`config.mk`:
```
export PLATFORM = sky130hd
export DESIGN_NAME = multi_gate_unit
export DESIGN_NICKNAME = d
export VERILOG_FILES = /design/src/rtl/multi_gate_unit.sv
export SDC_FILE = /design/constraint.sdc
export NUM_CORES = 1
export LEC_CHECK = 0
export BUFFER_PORTS_ARGS = -buffer_cell sky130_fd_sc_hd__buf_2
export CAP_MARGIN = 20
export CORE_MARGIN = 2
export CORE_UTILIZATION = 40
export DETAILED_ROUTE_END_ITERATION = 8
export PLACE_DENSITY = 0.67
export SYNTH_ARGS = -nofsm -noshare
export SYNTH_HDL_FRONTEND = slang
export SYNTH_SLANG_ARGS = --single-unit
```
`constraint.sdc`:
```
create_clock -name clk -period 1.85 [get_ports clk]
set_clock_uncertainty 0.05 [all_clocks]
set_input_delay 0.185 -clock clk [delete_from_list [all_inputs] [get_ports clk]]
set_output_delay 0.185 -clock clk [all_outputs]
set_load 0.1 [all_outputs]
```
`src/rtl/multi_gate_unit.sv`:
```
// Two-stage valid/ready gate unit: bitwise or reduce-over-A logic functions with an
// illegal-opcode flag and a wrapping count of completed output transfers.
module multi_gate_unit #(
  parameter int unsigned WIDTH = 8,
  parameter int unsigned CNT_W = 16
) (
  input  logic             clk,
  input  logic             rst,
  input  logic             in_valid,
  output logic             in_ready,
  input  logic [WIDTH-1:0] a,
  input  logic [WIDTH-1:0] b,
  input  logic [2:0]       op,
  input  logic             reduce,
  output logic             out_valid,
  input  logic             out_ready,
  output logic [WIDTH-1:0] result,
  output logic             err,
  output logic [CNT_W-1:0] count
);

  typedef enum logic [2:0] {
    OpNotA = 3'd0,
    OpOr   = 3'd1,
    OpAnd  = 3'd2,
    OpNor  = 3'd3,
    OpXor  = 3'd4,
    OpXnor = 3'd5
  } op_e;

  // Stage 1: captured operands
  logic             s1_valid_q;
  logic [WIDTH-1:0] s1_a_q;
  logic [WIDTH-1:0] s1_b_q;
  op_e              s1_op_q;
  logic             s1_reduce_q;

  // Stage 2: computed result
  logic             s2_valid_q;
  logic [WIDTH-1:0] s2_result_q;
  logic             s2_err_q;

  logic [CNT_W-1:0] count_q;

  logic             out_fire;
  logic             s2_load;
  logic [WIDTH-1:0] calc_result;
  logic             calc_err;
  logic [WIDTH-1:0] bw_result;
  logic             red_bit;

  assign out_fire = s2_valid_q & out_ready;
  // S2 may refill in the same cycle its current item leaves
  assign s2_load  = s1_valid_q & (~s2_valid_q | out_ready);
  assign in_ready = ~s1_valid_q | s2_load;

  always_comb begin
    bw_result = '0;
    red_bit   = 1'b0;
    calc_err  = 1'b0;
    unique case (s1_op_q)
      OpNotA: begin bw_result = ~s1_a_q;             red_bit = ~&s1_a_q; end
      OpOr:   begin bw_result = s1_a_q | s1_b_q;     red_bit = |s1_a_q;  end
      OpAnd:  begin bw_result = s1_a_q & s1_b_q;     red_bit = &s1_a_q;  end
      OpNor:  begin bw_result = ~(s1_a_q | s1_b_q);  red_bit = ~|s1_a_q; end
      OpXor:  begin bw_result = s1_a_q ^ s1_b_q;     red_bit = ^s1_a_q;  end
      OpXnor: begin bw_result = ~(s1_a_q ^ s1_b_q);  red_bit = ~^s1_a_q; end
      default: calc_err = 1'b1;
    endcase
  end

  always_comb begin
    calc_result = '0;
    if (!calc_err) begin
      calc_result = s1_reduce_q ? {{(WIDTH-1){1'b0}}, red_bit} : bw_result;
    end
  end

  always_ff @(posedge clk or posedge rst) begin
    if (rst) begin
      s1_valid_q  <= 1'b0;
      s1_a_q      <= '0;
      s1_b_q      <= '0;
      s1_op_q     <= OpNotA;
      s1_reduce_q <= 1'b0;
    end else if (in_ready) begin
      s1_valid_q <= in_valid;
      if (in_valid) begin
        s1_a_q      <= a;
        s1_b_q      <= b;
        s1_op_q     <= op_e'(op);
        s1_reduce_q <= reduce;
      end
    end
  end

  always_ff @(posedge clk or posedge rst) begin
    if (rst) begin
      s2_valid_q  <= 1'b0;
      s2_result_q <= '0;
      s2_err_q    <= 1'b0;
    end else if (s2_load) begin
      s2_valid_q  <= 1'b1;
      s2_result_q <= calc_result;
      s2_err_q    <= calc_err;
    end else if (out_fire) begin
      s2_valid_q <= 1'b0;
    end
  end

  always_ff @(posedge clk or posedge rst) begin
    if (rst) begin
      count_q <= '0;
    end else if (out_fire) begin
      count_q <= count_q + CNT_W'(1);
    end
  end

  assign out_valid = s2_valid_q;
  assign result    = s2_result_q;
  assign err       = s2_err_q;
  assign count     = count_q;

endmodule
```
== Yosys cells after proc, flatten, opt, wreduce, memory -nomap -nowiden ==
Cells that the tools add are included.

* Register bits: 47
* Input bits: 24
* Output and inout port bits: 27

* Add/subtract/negate cells: 1
* Eq/ne operators: 5
* Multiplexer cells: 7
* Bitwise logic cells: 12
* Reductions and logical operators: 10

{| class="wikitable"
|+ Operator list
! operator !! number
|-
| one-hot mux 8 bit (6 select lines) || 1
|-
| NOT 8 bit || 3
|-
| adder 16 x 1 -> 16 bit, second input constant || 1
|-
| 2-to-1 mux 8 bit || 2
|-
| AND 8 bit || 1
|-
| OR 8 bit || 1
|-
| AND reduction 8 bit || 1
|-
| OR reduction 8 bit || 1
|-
| XNOR reduction 8 bit || 1
|-
| parity 8 bit || 1
|-
| bitwise XOR 8 bit || 1
|-
| == test 3 x 2 -> 1 bit, second input constant || 2
|-
| == test 3 bit, second input constant || 2
|-
| one-hot mux 1 bit (6 select lines) || 1
|-
| OR reduction 6 bit || 1
|-
| == test 3 x 1 -> 1 bit, second input constant || 1
|-
| zero test 3 bit || 1
|-
| 2-to-1 mux 1 bit || 3
|-
| AND 1 bit || 2
|-
| zero test 1 bit || 2
|-
| NOT 1 bit || 2
|-
| OR 1 bit || 2
|-
| AND reduction 2 bit || 1
|-
| nonzero test 2 bit || 1
|}

== Longest topological paths before layout ==
Gate-level depths: netlist of run 1.

* Depth in word-level cells: 5
* Depth in mapped cells: 7

== Worst setup path after synthesis of run 1 ==
OpenSTA, ideal clock, no wires.

* Path type: register to register
* Start: reg s2_valid_q, in the netlist out_valid
* End: reg s1_a_q[0]
* Data arrival time: 2,881 ps
* Path slack: -1,206 ps
* Cell stages (with the launch flop): 5
* Path through: dfrtp_1 -> nand3b_1 -> nand2_1 -> buf_2 -> mux2_2

* Cells in the longest elaborated chain, start to end: 5

{| class="wikitable"
|+ Ends and longest elaborated chain
! item !! RTL line !! source
|-
| start, declared || 39 || <nowiki>logic s2_valid_q;</nowiki>
|-
| start signal, assigned || 99 || <nowiki>s2_valid_q <= 1'b0;</nowiki>
|-
| start signal, assigned || 103 || <nowiki>s2_valid_q <= 1'b1;</nowiki>
|-
| start signal, assigned || 107 || <nowiki>s2_valid_q <= 1'b0;</nowiki>
|-
| NOT 1 bit || 54 || <nowiki>assign s2_load = s1_valid_q & (~s2_valid_q | out_ready);</nowiki>
|-
| OR 1 bit || 54 ||
|-
| AND 1 bit || 54 ||
|-
| OR 1 bit || 55 || <nowiki>assign in_ready = ~s1_valid_q | s2_load;</nowiki>
|-
| via in_ready || 10 || <nowiki>output logic in_ready,</nowiki>
|-
| AND reduction 2 bit (no source line) || -- ||
|-
| end signal, assigned || 82 || <nowiki>s1_a_q <= '0;</nowiki>
|-
| end signal, assigned || 89 || <nowiki>s1_a_q <= a;</nowiki>
|-
| end, declared || 33 || <nowiki>logic [WIDTH-1:0] s1_a_q;</nowiki>
|}

The timed path passes the listed nets, and every way through them passes these cells.
A chain may end at the register's enable or synchronous reset.

== Final worst setup path of run 1 ==
* Start: reg s1_a_q[7]
* End: reg s2_result_q[0], in the netlist result[0]

* Cells in the longest elaborated chain, start to end: 5
* Elaborated cells between the ends (all ways): 9

{| class="wikitable"
|+ Ends and longest elaborated chain
! item !! RTL line !! source
|-
| OR reduction 8 bit or AND reduction 8 bit (tied branches) || -- ||
|-
| zero test 1 bit (on tied branches) || 65, 62 ||
|-
| one-hot mux 1 bit (6 select lines) * || 61 || <nowiki>unique case (s1_op_q)</nowiki>
|-
| 2-to-1 mux 8 bit * || 75 || <nowiki>calc_result = s1_reduce_q ? {{(WIDTH-1){1'b0}}, red_bit} : bw_result;</nowiki>
|-
| 2-to-1 mux 8 bit * || 74 || <nowiki>if (!calc_err) begin</nowiki>
|-
| end signal, assigned || 104 || <nowiki>s2_result_q <= calc_result;</nowiki>
|-
| end, declared || 40 || <nowiki>logic [WIDTH-1:0] s2_result_q;</nowiki>
|}

Every way passes the cells marked *; elsewhere a longest branch is shown, timed or not.

==> results of run 1 <==
logic make-up after synthesis:
family	Yosys count
muxes	24
xor gates and xnor gates	25
adders and majority gates	25
DFF	47
and+or+nand+nor	56
buffers and inverters	32
AOI/OAI and AO/OA	43
sequential cells by signal, summed over array words and instances, names as in the netlist:
signal and flops:
count 16, result 8, s1_a_q 8, s1_b_q 8, s1_op_q 3, err 1, out_valid 1, s1_reduce_q 1
s1_valid_q 1
through the flow:
stage | instance area (um2) | utilization | TNS [ns]
after floorplan | 2780 | - | -12.09
after global placement | 3190 | 0.477 | 0
after detailed placement | 3190 | 0.477 | 0
after CTS | 3340 | 0.500 | 0
after global routing | 3380 | 0.506 | -0.0000457
final | 3380 | 0.506 | 0
worst max path at each step:
stage / from / end / slack (ns) / cells after the start
6_report: s1_a_q[7]$_DFFE_PP0P_ / result[0]$_DFFE_PP0P_ / 0.08 / 8
5_1_grt: s1_a_q[7]$_DFFE_PP0P_ / result[0]$_DFFE_PP0P_ / -0.00005 / 8
4_1_cts: s1_a_q[6]$_DFFE_PP0P_ / result[0]$_DFFE_PP0P_ / 0.06 / 7
3_5_place_dp: s1_a_q[6]$_DFFE_PP0P_ / result[0]$_DFFE_PP0P_ / 0.09 / 7
3_3_place_gp: s1_a_q[6]$_DFFE_PP0P_ / result[0]$_DFFE_PP0P_ / 0.12 / 7
2_1_floorplan: out_valid$_DFFE_PP0P_ / s1_a_q[0]$_DFFE_PP0P_ / -0.60 / 4
cell usage after synthesis (3+ instances only):
master / instances / share of area
sky130_fd_sc_hd__dfrtp_1: 47 / 0.43
sky130_fd_sc_hd__ha_1: 25 / 0.11
sky130_fd_sc_hd__mux2_2: 21 / 0.087
sky130_fd_sc_hd__inv_1: 20 / 0.027
sky130_fd_sc_hd__nand2_1: 20 / 0.027
sky130_fd_sc_hd__xnor2_1: 19 / 0.061
sky130_fd_sc_hd__nor2_1: 11 / 0.015
sky130_fd_sc_hd__buf_2: 9 / 0.016
sky130_fd_sc_hd__a21oi_1: 8 / 0.015
sky130_fd_sc_hd__xor2_1: 6 / 0.019
sky130_fd_sc_hd__a22o_1: 5 / 0.016
sky130_fd_sc_hd__a22oi_1: 4 / 0.011
sky130_fd_sc_hd__a32o_1: 4 / 0.015
sky130_fd_sc_hd__nand2b_1: 4 / 0.0092
sky130_fd_sc_hd__nand4_1: 4 / 0.0092
sky130_fd_sc_hd__o21ai_0: 4 / 0.0073
sky130_fd_sc_hd__o22a_1: 4 / 0.013
sky130_fd_sc_hd__o22ai_1: 4 / 0.0092
sky130_fd_sc_hd__mux2i_1: 3 / 0.011
sky130_fd_sc_hd__nor2_2: 3 / 0.0069
final cells by class:
cell class	count	area, um2	area share
multi-input combinational	173	1460	0.431
inverter	21	78.8	0.0233
tap	80	100	0.0296
sequential	47	1200	0.357
clock inverter	3	71.3	0.0211
timing repair buffer	68	400	0.118
clock buffer	5	68.8	0.0204
timing repair:
action	CTS	global route
endpoints found under the hold margin	29	0
setup buffers	0	1
hold buffers	1	0
gates resized for setup	0	5
setup endpoints to repair	0	1
report_power, final:
part           internal (uW)  switching (uW)
clock network            549             372
logic                    594            1340
registers               1240             190
total                   2390            1910
per-layer routing:
layer  GRT usage  part of all wire  vias to the layer above
met5           0                 0                        -
met4      0.0540             0.015                        0
met3      0.0381             0.048                        7
met2       0.250              0.46                       53
met1       0.210              0.48                      982
li1            -                 -                     1000
worst register-to-register path, cell delays in order (launching register included):
cell                       delay, ns
sky130_fd_sc_hd__dfrtp_1        0.41
sky130_fd_sc_hd__buf_4          0.14
sky130_fd_sc_hd__buf_4          0.14
sky130_fd_sc_hd__ha_1           0.17
sky130_fd_sc_hd__nand4_1        0.10
sky130_fd_sc_hd__mux2i_1        0.10
sky130_fd_sc_hd__xnor2_1        0.16
sky130_fd_sc_hd__o221ai_1       0.13
sky130_fd_sc_hd__a32o_1         0.27
==> results.yml, run 1 <==
timing:
  post-route-period-util: 0.959
  hold-worst-slack_ns: 0.0472
  timing.fmax_mhz: 564
  timing.final.max_slew_violations: 0
  final_period_minus_worst_setup_slack_ns: 1.77
  setup_viol_count_final: 0
  timing.max_slew.rel_slack: 0.608
  worst_pin_slew_ns: 0.588
  timing.final.hold_violations: 0
  finalWorstSetupSlack_ns: 0.0757
clocking:
  cts.sink_count: 47
  clk_latency_ns: 0.30
  clock_path_buffers: 2
  cts_buffers: 5
  clockRootBuffer: "sky130_fd_sc_hd__clkbuf_8"
  cts_tree: "built"
  ctsHtreeMaxLevel: 2
  clock_transition_time_at_the_flip_flop_clock_pins_of_the_worst_setup_and_hold_paths_ns: 0.09
yosys:
  postSynth.topFlopCell: "sky130_fd_sc_hd__dfrtp_1"
  ys_warn_count: 0
  synth-seq-area-share: 0.431
  yosys-mux-area-fraction: 0.0976
  yosys.area_share.adder: 0.115
  syn-cell-area_mm2: 0.00273
  yosys.cell_types.count: 40
  xor_xnor_share_of_the_synthesized_area: 0.0802
  cells_after_synth: 252
  synth_compound_gate_area_share: 0.115
  synth_edf_count: 0
  ys_ff_latch: 47
  post_synth.cell_area_avg_um2: 10.8
  synth_top_family_by_area: "compound AO/OA/AOI/OAI gates"
  synth-async-reset-ratio: 1.00
  synth-simple-area-share: 0.113
  syn-num-nets: 301
floorplan:
  design.die.area_mm2: 0.00751
  area_inside_the_core_boundary_mm2: 0.00668
  starting_utilization_of_the_core_area: 0.409
  floorplan.rows: 30
  die_w_um: 86.6
  ioPinCount: 51
  die_height_um: 86.6
worst_setup_path:
  critical_path_class: "reg2reg"
  cell_with_the_largest_stage_delay_on_the_worst_path: "sky130_fd_sc_hd__dfrtp_1"
  critical_path.n_buffers_inverters: 2
  crit_arrival_ns: 1.92
  required_ns: 2.00
  critical_path_startpoint_category: "flop"
  timing.reg2reg.setup_slack_ns: 0.08
  timing.reg2reg.worst_path_depth: 8
  cp_max_fo: 4
  worstReg2RegEnd: "result[0]$_DFFE_PP0P_"
  worstPathCellList: "buf_4 > buf_4 > ha_1 > nand4_1 > mux2i_1 > xnor2_1 > o221ai_1 > a32o_1"
  cpPeakStageDelay_ns: 0.41
  critPathTopFamily: "flip-flops"
  sort_of_element_at_the_end_of_the_critical_path: "flop"
  critical_path.reg2reg.startpoint: "s1_a_q[7]$_DFFE_PP0P_"
  most_frequent_cell_on_the_critical_path: "sky130_fd_sc_hd__buf_4"
route:
  antenna_violating_nets_post_route: 0
  post_route_drc: 0
  num_vias: 2042
  initialDrtViolationCount: 160
  drt-total-wl_um: 5600
  via_per_inst: 5.14
  routed_wire_length_per_instance_um: 14.1
  drtPass1Iterations: 4
placement:
  globalplace.congestion: 0.822
  io_buffer_count: 50
  place_hpwl_um: 4180
  pre_cts_setup_slack_ns: 0.0861
  number_of_cells_after_detailed_placement: 387
global_route:
  track_usage: 0.157
  grt_antenna_before_repair: 0
  grt_first_pass_wirelength_um: 9430
  number_of_global_route_vias_before_repair: 2033
  gr-total-overflow: 0
  grt_start_max_net_pins: 48
job:
  drv_cap: 0
final_layout:
  final.fill_count: 609
  area_growth_syn_to_layout_pct: 23.7
  highest_count_cells_in_the_layout_ignoring_fill_and_taps: "sky130_fd_sc_hd__buf_2, sky130_fd_sc_hd__dfrtp_1, sky130_fd_sc_hd__ha_1"
  final_layout_size_suffix_gt1_frac: 0.397
  antenna-diode-count: 0
  finish.net_count: 365
  layout_commonest_cell: "sky130_fd_sc_hd__buf_2"
  final_non_filler_cell_total: 397
pwr:
  maximum_vdd_drop_mv: 0.503
  p_leak_uw: 0.00163
  p_total_uw: 4290
  power.density_mw_per_mm2: 1270
worst_hold_path:
  whs_path_depth: 2
  hold_path_class: "in2reg"
  timing.hold.worst_endpoint: "s1_valid_q$_DFFE_PP0N_"
  timing.hold.worst.start: "in_valid"
outcome:
  status: "completed"
Power figures use the tool's default switching activity.
==> inputs of run 2 (changes only) <==
==> constraint.sdc (replaced) <==
create_clock -name clk -period 1.85 [get_ports clk]
set_clock_uncertainty 0.05 [all_clocks]
set_input_delay 0.0925 -clock clk [delete_from_list [all_inputs] [get_ports clk]]
set_output_delay 0.0925 -clock clk [all_outputs]
set_load 0.1 [all_outputs]
==> results.yml, run 2 (synthesized netlist as in run 1, its figures left out) <==
placement:
  io_buffer_count: 50
  place_hpwl_um: 4210
  globalplace.congestion: 0.840
  number_of_cells_after_detailed_placement: 389
worst_setup_path:
  crit_path_start: "s1_a_q[6]$_DFFE_PP0P_"
  crit_arrival_ns: 1.90
  critical_path_startpoint_category: "flop"
  worstSetupEndpoint: "result[0]$_DFFE_PP0P_"
  critPathTopFamily: "compound AO/OA/AOI/OAI gates"
  critical_path_class: "reg2reg"
  timing.reg2reg.worst_path_depth: 8
  timing.reg2reg.setup_slack_ns: 0.09
  most_frequent_cell_on_the_critical_path: "sky130_fd_sc_hd__buf_4"
  cell_with_the_largest_stage_delay_on_the_worst_path: "sky130_fd_sc_hd__dfrtp_1"
  cp_max_fo: 3
  required_ns: 1.99
  critical_path.reg2reg.startpoint: "s1_a_q[6]$_DFFE_PP0P_"
  cpPeakStageDelay_ns: 0.40
  worstPathCellList: "buf_4 > buf_4 > ha_1 > nand4_1 > mux2i_1 > xnor2_1 > o221ai_1 > a32o_1"
  critical_path.n_buffers_inverters: 2
  total_number_of_cells_along_the_worst_setup_path: 8
  sort_of_element_at_the_end_of_the_critical_path: "flop"
  worstReg2RegEnd: "result[0]$_DFFE_PP0P_"
floorplan:
  design.die.area_mm2: 0.00751
  ioPinCount: 51
  die_w_um: 86.6
  starting_utilization_of_the_core_area: 0.409
  area_inside_the_core_boundary_mm2: 0.00668
  die_height_um: 86.6
  floorplan.rows: 30
timing:
  setup_viol_count_final: 0
  timing.fmax_mhz: 567
  final_period_minus_worst_setup_slack_ns: 1.76
  timing.max_slew.rel_slack: 0.669
  rsz0062_at_grt: "false"
  timing.final.hold_violations: 0
  timing.final.max_slew_violations: 0
  worst_pin_slew_ns: 0.500
  post-route-period-util: 0.953
route:
  num_vias: 2075
  drtPass1Iterations: 4
  via_per_inst: 4.92
  post_route_drc: 0
  initialDrtViolationCount: 109
  antenna_violating_nets_post_route: 0
  drt-total-wl_um: 5700
  routed_wire_length_per_instance_um: 13.5
global_route:
  track_usage: 0.164
  number_of_global_route_vias_before_repair: 2067
  gr-total-overflow: 0
  grt_first_pass_wirelength_um: 9820
  grt_start_max_net_pins: 21
  grt_antenna_before_repair: 0
clocking:
  clock_transition_time_at_the_flip_flop_clock_pins_of_the_worst_setup_and_hold_paths_ns: 0.09
  cts.sink_count: 47
  clk_latency_ns: 0.30
  clockRootBuffer: "sky130_fd_sc_hd__clkbuf_8"
  clock_path_buffers: 2
  ctsHtreeMaxLevel: 2
  cts_buffers: 5
  cts_tree: "built"
final_layout:
  area_growth_syn_to_layout_pct: 32.5
  antenna-diode-count: 0
  finalCoreUtilization: 0.542
  finish.net_count: 390
  final_non_filler_cell_total: 422
  highest_count_cells_in_the_layout_ignoring_fill_and_taps: "sky130_fd_sc_hd__buf_2, sky130_fd_sc_hd__dfrtp_1, sky130_fd_sc_hd__ha_1"
  final_layout_size_suffix_gt1_frac: 0.383
  largest_register_ffs: 16
  layout_commonest_cell: "sky130_fd_sc_hd__buf_2"
  final.fill_count: 606
pwr:
  maximum_vdd_drop_mv: 0.474
  power.density_mw_per_mm2: 1200
  internal-power_uw: 2430
  p_leak_uw: 0.00174
  p_sw_frac: 0.441
  power.net_switching_uw: 1910
  sequentialPowerShare: 0.330
  clock_power_share: 0.211
  power.share.combinational: 0.459
job:
  drv_cap: 0
outcome:
  status: "completed"
worst_hold_path:
  hold_path_class: "in2reg"
-- run 2: cell count changes in the layout (fill, tap and decap cells not counted) --
cell	previous run	this run
sky130_fd_sc_hd__buf_4	16	20
sky130_fd_sc_hd__dlygate4sd3_1	1	22
sky130_fd_sc_hd__inv_1	17	16
sky130_fd_sc_hd__inv_2	4	5
-- run 2: metrics by stage --
stage | TNS (ns) | setup WS [ns] | area, um2 | total power, uW | hold WS (ns)
floorplan | -12.09 | -0.602 | 2780 | 2960 | 0.151
global route | 0 | 0.000393 | 3620 | 4590 | 0.0820
CTS | 0 | 0.0447 | 3560 | 4320 | 0.0648
finish | 0 | 0.0878 | 3620 | 4340 | 0.0725
global placement | 0 | 0.123 | 3200 | 3320 | 0.0548
detailed placement | 0 | 0.0637 | 3200 | 3360 | 0.0537
-- run 2: power groups by stage --
stage	logic, uW	registers (uW)	clock network [uW]
2_1_floorplan	738	2220	0
3_3_place_gp	1880	1450	0
3_5_place_dp	1910	1450	0
4_1_cts	1950	1430	944
5_1_grt	2140	1460	987
6_report	1990	1430	917
-- run 2: how the worst min path moves through the flow --
stage	slack, ns	cells after the start	end	start
floorplan	0.15	1	s1_valid_q$_DFFE_PP0N_	in_valid
global placement	0.05	2	result[2]$_DFFE_PP0P_	rst
detailed placement	0.05	2	result[2]$_DFFE_PP0P_	rst
CTS	0.06	3	count[0]$_DFFE_PP0P_	out_ready
global route	0.08	3	count[0]$_DFFE_PP0P_	out_ready
finish	0.07	3	count[0]$_DFFE_PP0P_	out_ready
-- run 2: layout make-up --
cell class                 count  area [um2]  share of cell area
tap                           80         100              0.0277
sequential                    47        1200               0.333
clock inverter                 3        71.3              0.0197
timing repair buffer          93         641               0.177
clock buffer                   5        68.8              0.0190
multi-input combinational    173        1460               0.402
inverter                      21        78.8              0.0218
-- run 2: repair_timing --
item                                    CTS  global route
buffers inserted                          0             3
endpoints found under the setup margin    0             1
gates resized for setup                   0             6
hold endpoints to repair                 38             0
hold buffers                             22             0
-- run 2: per-layer routing --
metal  global-route usage  share of wire
met4               0.0511          0.010
met2                0.259           0.48
met5                    0              0
met1                0.225           0.46
met3               0.0333          0.044
-- run 2: worst register-to-register path: stages (launching register included) --
cell	delay [ns]
sky130_fd_sc_hd__dfrtp_1	0.40
sky130_fd_sc_hd__buf_4	0.14
sky130_fd_sc_hd__buf_4	0.13
sky130_fd_sc_hd__ha_1	0.18
sky130_fd_sc_hd__nand4_1	0.09
sky130_fd_sc_hd__mux2i_1	0.09
sky130_fd_sc_hd__xnor2_1	0.16
sky130_fd_sc_hd__o221ai_1	0.14
sky130_fd_sc_hd__a32o_1	0.28
==> inputs of run 3 (changes only) <==
- GPL_TIMING_DRIVEN: unset -> 0
==> results.yml, run 3 (synthesized netlist as in run 1, its figures left out) <==
outcome:
  status: "completed"
global_route:
  grt_start_max_net_pins: 31
  global_route.usage.met3: 0.0295
  gr-total-overflow: 0
  grt_antenna_before_repair: 0
  gr-usage-met1: 0.221
  grt-busiest-layer: "met2"
  number_of_global_route_vias_before_repair: 2090
  gr-usage-met2: 0.279
  grt_first_pass_wirelength_um: 9960
  track_usage: 0.166
worst_setup_path:
  timing.reg2reg.worst_path_depth: 7
  critical_path_class: "reg2reg"
  required_ns: 2.00
  critical_path.n_buffers_inverters: 1
  critPathTopFamily: "XOR/XNOR gates"
  crit_arrival_ns: 1.95
  worstReg2RegEnd: "result[0]$_DFFE_PP0P_"
  cp_max_fo: 4
  cell_with_the_largest_stage_delay_on_the_worst_path: "sky130_fd_sc_hd__dfrtp_1"
  cpPeakStageDelay_ns: 0.43
  worstPathCellList: "inv_1 > ha_4 > xnor2_2 > xnor2_1 > xnor2_1 > o221ai_1 > a32o_1"
  critical_path.reg2reg.startpoint: "s1_a_q[3]$_DFFE_PP0P_"
  sort_of_element_at_the_end_of_the_critical_path: "flop"
  timing.reg2reg.setup_slack_ns: 0.05
  most_frequent_cell_on_the_critical_path: "sky130_fd_sc_hd__xnor2_1"
  critical_path_startpoint_category: "flop"
placement:
  globalplace.congestion: 0.846
  io_buffer_count: 50
  place_hpwl_um: 4300
  detailed_place.area_mm2: 0.00315
  pre_cts_setup_slack_ns: -0.0175
pwr:
  maximum_vdd_drop_mv: 0.547
  power.density_mw_per_mm2: 1150
  p_leak_uw: 0.00169
worst_hold_path:
  timing.hold.worst.start: "out_ready"
  whs_path_depth: 3
  hold_path_class: "in2reg"
  timing.hold.worst_endpoint: "count[0]$_DFFE_PP0P_"
clocking:
  clock_path_buffers: 2
  cts_buffers: 5
  cts.sink_count: 47
  clk_latency_ns: 0.30
  cts_tree: "built"
  clockRootBuffer: "sky130_fd_sc_hd__clkbuf_8"
  clock_transition_time_at_the_flip_flop_clock_pins_of_the_worst_setup_and_hold_paths_ns: 0.09
  ctsHtreeMaxLevel: 2
timing:
  post-route-period-util: 0.974
  timing.max_slew.rel_slack: 0.668
  setup_viol_count_final: 0
  timing.final.hold_violations: 0
  finalWorstSetupSlack_ns: 0.0478
  rsz0062_at_grt: "false"
  worst_pin_slew_ns: 0.502
  timing.fmax_mhz: 555
  timing.final.max_slew_violations: 0
  final_period_minus_worst_setup_slack_ns: 1.80
route:
  post_route_drc: 0
  antenna_violating_nets_post_route: 0
  num_vias: 2137
  via_per_inst: 5.10
  initialDrtViolationCount: 97
  routed_wire_length_per_instance_um: 14.3
  drt-total-wl_um: 5990
  drtPass1Iterations: 4
floorplan:
  ioPinCount: 51
  starting_utilization_of_the_core_area: 0.409
  area_inside_the_core_boundary_mm2: 0.00668
  floorplan.rows: 30
  die_height_um: 86.6
  design.die.area_mm2: 0.00751
  die_w_um: 86.6
final_layout:
  antenna-diode-count: 0
  area_growth_syn_to_layout_pct: 29.5
  post-route-cell-area_mm2: 0.00354
  final_layout_size_suffix_gt1_frac: 0.381
  highest_count_cells_in_the_layout_ignoring_fill_and_taps: "sky130_fd_sc_hd__buf_2, sky130_fd_sc_hd__dfrtp_1, sky130_fd_sc_hd__ha_1"
  largest_register_ffs: 16
  finish.net_count: 387
  layout_commonest_cell: "sky130_fd_sc_hd__buf_2"
job:
  drv_cap: 0
==> run 3: cell types whose count changed in the layout (fill, tap and decap cells not counted), sizes merged <==
cell,change
clkinvlp,+2
buf,-4
clkbuf,+1
bufinv,-2
==> run 3: worst reg2reg max path: stages, from the launching register on <==
cell and delay (ns):
sky130_fd_sc_hd__dfrtp_1 0.43, sky130_fd_sc_hd__inv_1 0.14, sky130_fd_sc_hd__ha_4 0.22, sky130_fd_sc_hd__xnor2_2 0.13, sky130_fd_sc_hd__xnor2_1 0.19, sky130_fd_sc_hd__xnor2_1 0.14, sky130_fd_sc_hd__o221ai_1 0.12, sky130_fd_sc_hd__a32o_1 0.28
==> run 3: report_power, final <==
part	switching (uW)	internal [uW]	leakage, uW
registers	177	1240	0.000567
clock network	378	271	0.0000408
logic	1380	611	0.00108
total	1940	2130	0.00169
==> run 3: what timing repair did <==
item                                    CTS  global route
setup buffers                             2             4
gates cloned                              0             0
hold endpoints to repair                 38             0
resized for setup                         0             8
pin swaps                                 0             1
endpoints found under the setup margin    2             1
hold buffers                             22             0
==> run 3: layout make-up <==
cell class	count	area, um2
clock inverter	3	23.8
multi-input combinational	173	1460
fill	603	3140
clock buffer	5	68.8
sequential	47	1210
timing repair buffer	79	536
buffer	11	68.8
tap	80	100
inverter	21	78.8
==> run 3: how the worst max path moves through the flow <==
stage,from,end,slack [ns],depth (start not counted)
after floorplan,out_valid$_DFFE_PP0P_,s1_a_q[0]$_DFFE_PP0P_,-0.60,4
after global placement,rst,out_valid$_DFFE_PP0P_,-0.28,2
after detailed placement,s1_a_q[6]$_DFFE_PP0P_,result[0]$_DFFE_PP0P_,-0.02,7
after CTS,s1_a_q[7]$_DFFE_PP0P_,result[0]$_DFFE_PP0P_,-0.03,7
after global routing,s1_a_q[3]$_DFFE_PP0P_,result[0]$_DFFE_PP0P_,0.007,7
final,s1_a_q[3]$_DFFE_PP0P_,result[0]$_DFFE_PP0P_,0.05,7
==> run 3: metal layers <==
layer	share of wire	up-vias
li1	-	1045
met1	0.46	1045
met2	0.49	43
met3	0.039	4
met4	0.0085	0
met5	0	-
==> run 3: stage by stage <==
step | utilization | std cells | hold slack [ns] | total power [uW] | TNS [ns]
2_1_floorplan | - | 252 | 0.151 | 2960 | -12.09
3_3_place_gp | 0.468 | 382 | 0.256 | 3270 | -3.11
3_5_place_dp | 0.471 | 383 | 0.0521 | 3310 | -0.0215
4_1_cts | 0.520 | 415 | 0.0545 | 4010 | -0.0279
5_1_grt | 0.530 | 419 | 0.0768 | 4270 | 0
6_report | 0.530 | 419 | 0.0642 | 4070 | 0
